$ cat config.mk
export PLATFORM = sky130hd
export DESIGN_NAME = digit_serial_adder_ctrl
export DESIGN_NICKNAME = d
export VERILOG_FILES = /design/src/rtl/digit_serial_adder_ctrl.sv
export SDC_FILE = /design/constraint.sdc
export NUM_CORES = 1
export LEC_CHECK = 0
export BUFFER_PORTS_ARGS = -buffer_cell sky130_fd_sc_hd__buf_2
export CELL_PAD_IN_SITES_DETAIL_PLACEMENT = 1
export CELL_PAD_IN_SITES_GLOBAL_PLACEMENT = 2
export CORE_MARGIN = 8
export CORE_UTILIZATION = 35
export CTS_CLUSTER_SIZE = 14
export DETAILED_ROUTE_END_ITERATION = 8
export PLACE_DENSITY = 0.95
export SLEW_MARGIN = 10
export SYNTH_ARGS = -nofsm -noshare
export SYNTH_HDL_FRONTEND = slang
export SYNTH_SLANG_ARGS = --single-unit
$ cat constraint.sdc
create_clock -name clk -period 4.21 [get_ports clk]
set_clock_uncertainty 0.2 [all_clocks]
set_input_delay 0.842 -clock clk [delete_from_list [all_inputs] [get_ports clk]]
set_output_delay 0.842 -clock clk [all_outputs]
set_load 0.02 [all_outputs]
$ cat src/rtl/digit_serial_adder_ctrl.sv
// Digit-serial WIDTH-bit add/subtract controller. A single 4-bit ripple slice is reused
// once per nibble, LSB first, between an operand handshake and a result handshake.
module digit_serial_adder_ctrl #(
    parameter int WIDTH = 16
) (
    input  logic             clk,
    input  logic             rst,
    input  logic             in_valid,
    output logic             in_ready,
    input  logic [WIDTH-1:0] a,
    input  logic [WIDTH-1:0] b,
    input  logic             cin,
    input  logic             sub,
    output logic             out_valid,
    input  logic             out_ready,
    output logic [WIDTH-1:0] sum,
    output logic             cout,
    output logic             busy
);

    localparam int DIGITS = WIDTH / 4;
    localparam int CW     = (DIGITS > 1) ? $clog2(DIGITS) : 1;

    typedef enum logic [1:0] {
        S_IDLE,
        S_RUN,
        S_DONE
    } state_t;

    state_t           state_q, state_d;
    logic             in_ready_q, in_ready_d;
    logic             out_valid_q, out_valid_d;
    logic             busy_q, busy_d;
    logic [WIDTH-1:0] sum_q, sum_d;
    logic             cout_q, cout_d;
    logic [WIDTH-1:0] op_a_q, op_a_d;
    logic [WIDTH-1:0] op_b_q, op_b_d;
    logic             carry_q, carry_d;
    logic [CW-1:0]    cnt_q, cnt_d;

    logic [3:0]       nib_a;
    logic [3:0]       nib_b;
    logic [4:0]       slice;

    always_comb begin
        state_d     = state_q;
        in_ready_d  = in_ready_q;
        out_valid_d = out_valid_q;
        busy_d      = busy_q;
        sum_d       = sum_q;
        cout_d      = cout_q;
        op_a_d      = op_a_q;
        op_b_d      = op_b_q;
        carry_d     = carry_q;
        cnt_d       = cnt_q;

        nib_a = '0;
        nib_b = '0;
        for (int k = 0; k < DIGITS; k++) begin
            if (cnt_q == CW'(k)) begin
                nib_a = op_a_q[4*k +: 4];
                nib_b = op_b_q[4*k +: 4];
            end
        end
        slice = {1'b0, nib_a} + {1'b0, nib_b} + {4'b0000, carry_q};

        case (state_q)
            S_IDLE: begin
                // Subtraction is a + ~b + 1, so sub forces the initial carry and cin is ignored.
                if (in_valid && in_ready_q) begin
                    op_a_d     = a;
                    op_b_d     = sub ? ~b : b;
                    carry_d    = sub | cin;
                    cnt_d      = '0;
                    sum_d      = '0;
                    in_ready_d = 1'b0;
                    busy_d     = 1'b1;
                    state_d    = S_RUN;
                end
            end
            S_RUN: begin
                for (int k = 0; k < DIGITS; k++) begin
                    if (cnt_q == CW'(k)) begin
                        sum_d[4*k +: 4] = slice[3:0];
                    end
                end
                carry_d = slice[4];
                cnt_d   = cnt_q + CW'(1);
                if (cnt_q == CW'(DIGITS - 1)) begin
                    cout_d      = slice[4];
                    cnt_d       = '0;
                    out_valid_d = 1'b1;
                    state_d     = S_DONE;
                end
            end
            S_DONE: begin
                if (out_ready) begin
                    out_valid_d = 1'b0;
                    in_ready_d  = 1'b1;
                    busy_d      = 1'b0;
                    state_d     = S_IDLE;
                end
            end
            default: begin
                state_d     = S_IDLE;
                in_ready_d  = 1'b1;
                out_valid_d = 1'b0;
                busy_d      = 1'b0;
            end
        endcase
    end

    always_ff @(posedge clk) begin
        if (rst) begin
            state_q     <= S_IDLE;
            in_ready_q  <= 1'b1;
            out_valid_q <= 1'b0;
            busy_q      <= 1'b0;
            sum_q       <= '0;
            cout_q      <= 1'b0;
            op_a_q      <= '0;
            op_b_q      <= '0;
            carry_q     <= 1'b0;
            cnt_q       <= '0;
        end else begin
            state_q     <= state_d;
            in_ready_q  <= in_ready_d;
            out_valid_q <= out_valid_d;
            busy_q      <= busy_d;
            sum_q       <= sum_d;
            cout_q      <= cout_d;
            op_a_q      <= op_a_d;
            op_b_q      <= op_b_d;
            carry_q     <= carry_d;
            cnt_q       <= cnt_d;
        end
    end

    assign in_ready  = in_ready_q;
    assign out_valid = out_valid_q;
    assign busy      = busy_q;
    assign sum       = sum_q;
    assign cout      = cout_q;

endmodule

Yosys cells after proc, flatten, opt, wreduce, memory -nomap -nowiden:

Cells that the tools add are included.

* register bits: 57
* bits of input ports: 38
* output and inout port bits: 20

* $add $sub $neg: 3
* equality and inequality tests: 11
* muxes and demuxes: 32
* bitwise gates (word level): 4
* reductions and logical operators: 14

Operators with widths (number)
* $mux W4: 12
* $mux W16: 2
* $pmux W16 S2: 1
* $reduce_and A3 Y1: 7
* $not A16 Y16: 1
* $ne A2 B2 Y1 const B: 6
* $mux W2: 5
* $pmux W1 S3: 3
* $eq A2 B2 Y1 const B: 3
* $mux W1: 6
* $pmux W2 S3: 1
* $reduce_and A2 Y1: 3
* $add A4 B4 Y5: 1
* $add A5 B1 Y5: 1
* $eq A2 B1 Y1 const B: 2
* $logic_not A2 Y1: 2
* $pmux W2 S2: 1
* $add A2 B1 Y2 const B: 1
* $not A1 Y1: 2
* $pmux W1 S2: 1
* $reduce_bool A2 Y1: 1
* $logic_and A1 B1 Y1: 1
* $or A1 B1 Y1: 1

Depth between registers and ports, before layout:

Gate-level depths: netlist of run 1.

* depth after elaboration: 9
* mapped depth: 13
* mapped depth without buffers: 12

Worst setup path after synthesis of run 1:

OpenSTA, ideal clock, no wires.

* kind: reg-to-reg
* start point: register cnt_q[0]
* end point: register sum_q[14], in the netlist sum[14]
* library setup time: 0.128 ns
* data arrival time: 2.508 ns
* data required time: 3.882 ns
* setup slack: 1.374 ns
* cell stages (with the launch flop): 14
* path buffers: 2
* period minus slack after synthesis: 2.836 ns
* cell sequence: dfxtp_1 > inv_1 > ha_1 > clkbuf_1 > clkbuf_1 > a221oi_1 > nor3_1 > a21oi_1 > fa_1 > fa_1 > nor2b_1 > nor3_2 > mux2i_1 > nor2_1

* cells in the longest elaborated chain, start to end: 9
* elaborated cells between the ends (all ways): 18
* those cells by class: 2 x add/sub; 4 x eq/ne; 10 x mux; 2 x reduce/logical

Ends and longest elaborated chain
* from (decl): RTL line 39 `logic [CW-1:0] cnt_q, cnt_d;`
* from (signal assigned): RTL line 135 `cnt_q <= cnt_d;`
* $logic_not A2 Y1: RTL line 60 `if (cnt_q == CW'(k)) begin`
* $mux W4 (4 in a row): RTL line 60
* $add A4 B4 Y5: RTL line 65 `slice = {1'b0, nib_a} + {1'b0, nib_b} + {4'b0000, carry_q};`
* $add A5 B1 Y5: RTL line 65
* $mux W4: RTL line 83 `if (cnt_q == CW'(k)) begin`
* $pmux W16 S2: RTL line 67 `case (state_q)`
* to (signal assigned): RTL line 130 `sum_q <= sum_d;`
* to (decl): RTL line 34 `logic [WIDTH-1:0] sum_q, sum_d;`

Parallel ways exist; a longest one is shown, timed or not. The select of a mux whose other input is x is not followed.
A chain may end at the register's enable or synchronous reset.

Worst setup path in the final report of run 1:

* start point: register cnt_q[1]
* end point: register carry_q

* cells in the longest elaborated chain, start to end: 8
* elaborated cells between the ends (all ways): 15
* those cells by class: 2 x add/sub; 3 x eq/ne; 9 x mux; 1 x reduce/logical

Ends and longest elaborated chain
* $logic_not A2 Y1: RTL line 60
* $mux W4 (4 in a row): RTL line 60
* $add A4 B4 Y5 (*): RTL line 65
* $add A5 B1 Y5 (*): RTL line 65
* $pmux W1 S2 (*): RTL line 67
* to (signal assigned): RTL line 134 `carry_q <= carry_d;`
* to (decl): RTL line 38 `logic carry_q, carry_d;`

Every way passes the cells marked *; elsewhere a longest branch is shown, timed or not.

==> metrics.md, run 1 <==
| Metric | Value |
|---|---|
| R2R Path End | carry_q |
| HP Class | reg -> reg |
| DR WL/cell | ~16 um |
| R2r setup slk | a little over 1 ns |
| Initial core utilization | 36.3% |
| Syn avg cell area | 8.70 um2 |
| H-tree depth | 3 |
| Measured slew at the worst slew-check pin | 0.773 ns |
| Synth warnings | 0 |
| Skew-Pair Late Insertion Delay | about 0.34 ns |
| Seq. cell area | 1140 um2 |
| # resized after CTS | 0 |
| Outcome | complete, no violations |
| PortBufs | 57 |
| Final Worst Setup Slack | 1.01 ns |
| Num CTS Buffers | 9 |
| WL final | 7540 um |
| Worst-case vdd ir drop | 138 uV |
| Area delta synth->final | 17.1% |
| Utilization after layout | between 40 and 50% |
| Crit path arrival time | about 3.3 ns |
| Worst-path clk slew | 0.06 ns |
| Most frequent cells in the layout | 57 x dfxtp_1, 57 x buf_2, 51 x nand2_1 |
| Drt pass-1 iters | 4 |
| Worst-case clock buffer depth | 2 |
| Share of cells above drive strength 1 | roughly 25% |
| R2R depth | 11 |
| GP Congestion | 0.780 |
| RSZ-0062 raised after global routing | false |
| Post-Syn Nets | ~370 |
| DR iter-0 viols | 100 |
| Critical Path RT | 4.28 ns |
| Minimum clock period | about 3.2 ns |
| Final period util | 75.9% |
| CP max FO | 18 |
| Top_reg_cell synth | dfxtp_1 |
| Die height | 106 um |
| Worst slew margin | 48.5% |
| Antenna violations before repair | 0 |
| Io pins | 58 |
| Hold buffer count at CTS | 0 |
| Via/cell ratio | between 5 and 6 |
| Cells after synthesis | about 320 |
| Pin count of the biggest net entering global routing | 53 |
| Remaining Overflow, GRT | 0 |
| Number of max-cap violations | 0 |
| Number of global-route vias before repair | 2,534 |
| Crit path cell chain | inv_1 > ha_1 > a221oi_1 > nor3_1 > a21oi_1 > fa_1 > fa_1 > nor2b_1 > o21a_1 > o21ai_0 > a21oi_1 |
| Unique masters post-synth | 34 |
| Final HPWL DP | around 5400 um |
| DRC Markers | 0 |
| Multi-input logic area | 1520 um2 |
| Die W | 106 um |
| Root buffer cell | clkbuf_8 |
| Gr usage total | 14.0% |
| Clock sink count | 57 |
| Total Neg Setup Slack | 0 ns |
| WS Path Type | reg -> reg |
| CP bufs+invs | 1 |
| Worst r2r src | cnt_q[1] |
| Total core area | about 7800 um2 |
| Seq/Total Area, Yosys | 40.5% |
| Via count | 2,384 |
| Pre-CTS WS | around 1.0 ns |
| Setup crit start kind | flop |
| Crit-path slowest cell | ha_1 |
| Post-synth ARST share | 0% |
| Remaining antenna violation count after routing | 0 |
| CTS tree | yes |
| CP endpoint kind | flop |
| Fillcell total | 969 |
| Total placed cells including tap cells | 459 |
| Synth Cell Area | approximately 2800 um2 |
| CP endpoint | carry_q |
| Worst path max stage delay | around 0.55 ns |
| Row count | 32 |
| Setup violations, final | 0 |
| DIE AREA | 11,200 um2 |
| Crit path depth | 11 |
| Antenna Diode Count | 0 |
| Critical Path Start | cnt_q[1] |
| Pins Over Slew Limit | 0 |
| Final Hold Viols | 0 |
| Worst path top cell family by delay | adder cells |
| LEAKAGE | 1.32 nW |
| Non-Filler Instances | about 470 |
| First-pass GRT wire length | approximately 13,000 um |
| Flops & latches, synth | 57 |
| Post-synth EDFFs | 0 |
| Post-CTS Setup Bufs | 0 |
| Fmax achieved | 0.313 GHz |
| Final #Nets | 415 |
| Pwr Density | 416 nW/um2 |
[how the worst min path moves through the flow]
| stage | depth (start not counted) | end | slack, ns | startpoint |
|---|---|---|---|---|
| global placement | 2 | out_valid | 0.25 | out_valid |
| global route | 2 | op_a_q[15] | 0.29 | op_a_q[15] |
| CTS | 2 | op_a_q[15] | 0.26 | op_a_q[15] |
| detailed placement | 2 | op_a_q[14] | 0.25 | op_a_q[14] |
| floorplan | 2 | op_a_q[0] | 0.23 | op_a_q[0] |
| finish | 2 | op_a_q[15] | 0.26 | op_a_q[15] |
[cell families (layout without fill, tap and decap cells)]
family | after synthesis | count (layout) | synth area share (%)
muxes | 6 | 6 | 2.13
DFF | 57 | 57 | 40.5
adders and majority gates | 9 | 9 | 4.53
AOI/OAI and AO/OA | 83 | 83 | 21.7
buffers and inverters | 31 | 79 | 5.81
xor gates and xnor gates | 17 | 17 | 5.28
and+or+nand+nor | 121 | 121 | 20.1
[report_power, final]
part | internal, mW | switching, mW | leakage (nW)
registers | 0.575 | 0.0240 | 0.466
clock network | 0.300 | 0.213 | 0.102
logic | 0.110 | 0.152 | 0.749
[flip-flops by register name (all words and copies together), names as in the netlist]
name       count
carry_q        1
busy           1
op_b_q        16
cout           1
in_ready       1
out_valid      1
sum           16
state_q        2
cnt_q          2
op_a_q        16
[routing by layer]
| metal | track usage (%) | wire length [um] | vias up |
|---|---|---|---|
| li1 | - | - | 1199 |
| met1 | 16.3 | 3390 | 1130 |
| met2 | 23.0 | 3680 | 40 |
| met3 | 3.59 | 268 | 15 |
| met4 | 7.84 | 201 | 0 |
| met5 | 0 | 0 | - |
[stage by stage]
step                      hold slack [ns]  power, mW  instance area, um2
after floorplan                     0.232      0.807                2820
after global placement              0.245      0.863                3110
after detailed placement            0.251      0.874                3110
after CTS                           0.264       1.39                3300
after global routing                0.286       1.45                3300
final                               0.259       1.37                3300
[cell usage after synthesis, types with 2 or more instances]
library cell	number	area share (%)
a211oi_2	16	7.1
a21o_1	4	1.1
a21oi_1	37	6.6
a21oi_2	2	0.62
a221oi_1	4	1.2
a2bb2oi_1	6	1.9
buf_2	8	1.4
buf_4	2	0.53
buf_6	4	1.6
clkbuf_1	13	1.7
dfxtp_1	57	40
fa_1	2	1.4
ha_1	7	3.1
inv_1	4	0.53
mux2i_1	6	2.1
nand2_1	51	6.8
nand2b_1	3	0.67
nand3b_1	8	2.1
nor2_1	36	4.8
nor2b_1	11	2.4
nor3_1	7	1.2
o21ai_0	7	1.2
o41ai_1	2	0.62
xnor2_1	17	5.3
[worst min-delay path, stage by stage, from the launching register on]
cell and delay [ns]:
dfxtp_1 0.31, nand2_1 0.05, a21oi_1 0.05
[final cells by class]
type	instances	share of cell area [%]
clock buffers	12	4.70
clock inverters	3	1.21
inverters	4	0.455
well taps	102	3.87
repair buffers	60	9.32
multi-input cells	236	45.9
flip-flops and latches	57	34.6
(Power assumes the default switching activity.)
==> inputs of run 2 (changes only) <==
Settings changed: ABC_AREA set to 1, CORE_UTILIZATION 35 to 27, PLACE_DENSITY 0.95 to 0.84.
Clock period 4.21 ns to 2.9 ns, I/O delays scaled along.
==> run 2 against run 1 <==
  * Setup slack got worse by 0.79 ns
  * Sequential cell count stayed put
  * Clock power is 26% higher
  * Count of clock-buffer cells in the layout down 3
  * Sequential power up 51%
  * Non-clock buffer count is 6 higher
  * Synthesized cell count increased by 5.2%
  * Highest routed layer unchanged
  * Combinational power grew 78%
  * Area after synthesis fell by 6.3%
  * Maximum frequency increased by 19%
  * Via count is 0.42% higher
==> metrics.md, run 2 <==
| Metric | Value |
|---|---|
| Minimum clock period | 2.68 ns |
| Pin count of the biggest net entering global routing | 37 |
| Dominant cells by area after synthesis | dfxtp_1 43%, a21oi_1 8.7%, o21ai_0 8.5%, nor2_1 7.5%, nand2_1 5.3% |
| Final Worst Setup Slack | 0.221 ns |
| Skew-Pair Late Insertion Delay | 0.33 ns |
| PortBufs | 57 |
| Most frequent cell after synthesis | dfxtp_1 |
| Crit path arrival time | 2.75 ns |
| WS Path Type | reg -> reg |
| Total core area | 9640 um2 |
| DR iter-0 viols | about 110 |
| Crit-path slowest cell | fa_1 |
| CTS tree | yes |
| Row count | 36 |
| Remaining Overflow, GRT | 0 |
| Outcome | complete, no violations |
| RSZ-0062 raised after global routing | false |
| Non-Filler Instances | 540 |
| Critical Path RT | 2.97 ns |
| Antenna violations before repair | 0 |
| Worst-case vdd ir drop | 202 uV |
| GP Congestion | 0.808 |
| LEAKAGE | between 1 and 1.5 nW |
| Number of max-cap violations | 0 |
| Crit path cell chain | inv_1 > ha_2 > inv_2 > nand2_1 > o21ai_1 > a22oi_1 > fa_1 > fa_1 > nor2_4 > nand2_1 > a21oi_1 |
| Cells after synthesis | 341 |
| Gr usage total | 12.1% |
| Via/cell ratio | 4.43 |
| Synth warnings | 0 |
| Final Power | 2.01 mW |
| WL final | ~7600 um |
| Root buffer cell | clkbuf_8 |
| Total placed cells including tap cells | 524 |
| Worst-path clk slew | 0.07 ns |
| Via count | 2,394 |
| Io pins | 58 |
| Measured slew at the worst slew-check pin | 0.487 ns |
| Number of global-route vias before repair | 2,578 |
| Setup violations, final | 0 |
| Final period util | between 90 and 100% |
| Fmax achieved | 0.373 GHz |
| DR WL/cell | 14.0 um |
| Remaining antenna violation count after routing | 0 |
| DIE AREA | 13,200 um2 |
| Share of cells above drive strength 1 | 23.8% |
| Utilization after layout | roughly a third |
| Drt pass-1 iters | 4 |
| Worst slew margin | 67.4% |
| Num CTS Buffers | 9 |
| H-tree depth | 3 |
| DRC Markers | 0 |
| Post-DP Area | 3070 um2 |
| Synth cell count leaders | 57 x dfxtp_1, 53 x nor2_1, 46 x a21oi_1, 45 x o21ai_0, 37 x nand2_1 |
| Post-Syn Nets | 388 |
| Most frequent cells in the layout | 57 x buf_2, 56 x dfxtp_1, 52 x nor2_1 |
| Syn avg cell area | 7.75 um2 |
| Seq/Total Area, Yosys | 43.2% |
| First-pass GRT wire length | between 10,000 and 15,000 um |
| Commonest non-fill, non-tap cell in the layout | buf_2 |
| Worst-case clock buffer depth | 2 |
| Post-CTS Setup Bufs | 0 |
| Fillcell total | 1,232 |
| Area leader, netlist | dfxtp_1 |
| Pwr Density | 619 nW/um2 |
| Post-synth EDFFs | 0 |
| Synth Cell Area | 2640 um2 |
| Setup crit start kind | flop |
| Die W | ~110 um |
| Final HPWL DP | 5830 um |
| Final #Nets | approximately 450 |
| HP Class | reg -> reg |
| Clock sink count | 57 |
| Post-synth ARST share | 0% |
| Flops & latches, synth | 57 |
| Final Hold Viols | 0 |
| Initial core utilization | 27.4% |
| CP endpoint kind | flop |
| Area delta synth->final | 23.2% |
| Pins Over Slew Limit | 0 |
| CP max FO | 5 |
| Pre-CTS WS | -0.0169 ns |
| Post-synth top area share | around 43% |
| Top_reg_cell synth | dfxtp_1 |
| Die height | 115 um |
| Final instance area | 3250 um2 |
| Unique masters post-synth | 29 |
| Worst path max stage delay | 0.49 ns |
| Antenna Diode Count | 0 |
==> run 2: cell count changes in the layout (fill, tap and decap cells not counted), sizes merged, moves of 10 or more <==
cell | previous run | this run
inv | 4 | 29
nand2 | 51 | 41
nor2b | 11 | 0
o21ai | 7 | 50
nor2 | 36 | 54
==> run 2: final timing paths <==
kind	to	start	cells after the start	slack (ns)
max	sum[1]	cnt_q[1]	11	0.22
max reg2reg	sum[1]	cnt_q[1]	11	0.22
min reg2reg	sum[4]	sum[4]	2	0.26
min	sum[4]	sum[4]	2	0.26
==> run 2: cells by family (layout without fill, tap and decap cells) <==
kind of cell	count (synthesis)	count (layout)	synth area share [%]
and+or+nand+nor	101	101	15.5
DFF	57	57	43.2
xor gates and xnor gates	17	17	5.63
adders and majority gates	9	9	4.83
AOI/OAI and AO/OA	111	111	23.1
buffers and inverters	46	112	7.76
==> run 2: area by class of cell <==
type                            count  area, um2  area share, %
Multi-Input combinational cell    238       1310           40.2
Sequential cell                    57       1140           35.1
Timing Repair Buffer               66        353           10.8
Tap cell                          133        166           5.11
Clock buffer                        9        124           3.81
Inverter                           30        113           3.46
Clock inverter                      7       47.5           1.46
==> run 2: per-layer routing <==
metal	share of wire, %	track usage (%)	up-vias
met2	49	20.8	32
met1	47	14.4	1107
li1	-	-	1248
met4	1.4	4.47	0
met5	0	0	-
met3	3.1	2.89	7
==> run 2: metrics by stage <==
step           hold WS (ns)  TNS [ns]
2_1_floorplan         0.224         0
3_3_place_gp          0.249         0
3_5_place_dp          0.250   -0.0437
4_1_cts               0.261         0
5_1_grt               0.274         0
6_report              0.258         0
==> run 2: where the power goes <==
part           internal (mW)  switching (mW)  total (mW)
clock                  0.307           0.341       0.648
sequential             0.861          0.0418       0.903
combinational          0.172           0.292       0.464
total                   1.34           0.675        2.01
==> run 2: worst max-delay path: cells and delay by family (launching register included) <==
kind / cells / cell delay, ns
buffers and inverters: 2 / 0.17
and+or+nand+nor: 3 / 0.34
DFF: 1 / 0.39
adders and majority gates: 3 / 1.13
AOI/OAI and AO/OA: 3 / 0.39
==> run 2: what timing repair did <==
action / 4_1_cts / 5_1_grt
hold buffers: 0 / 0
gates resized for setup: 1 / 6
endpoints found under the setup margin: 3 / 10
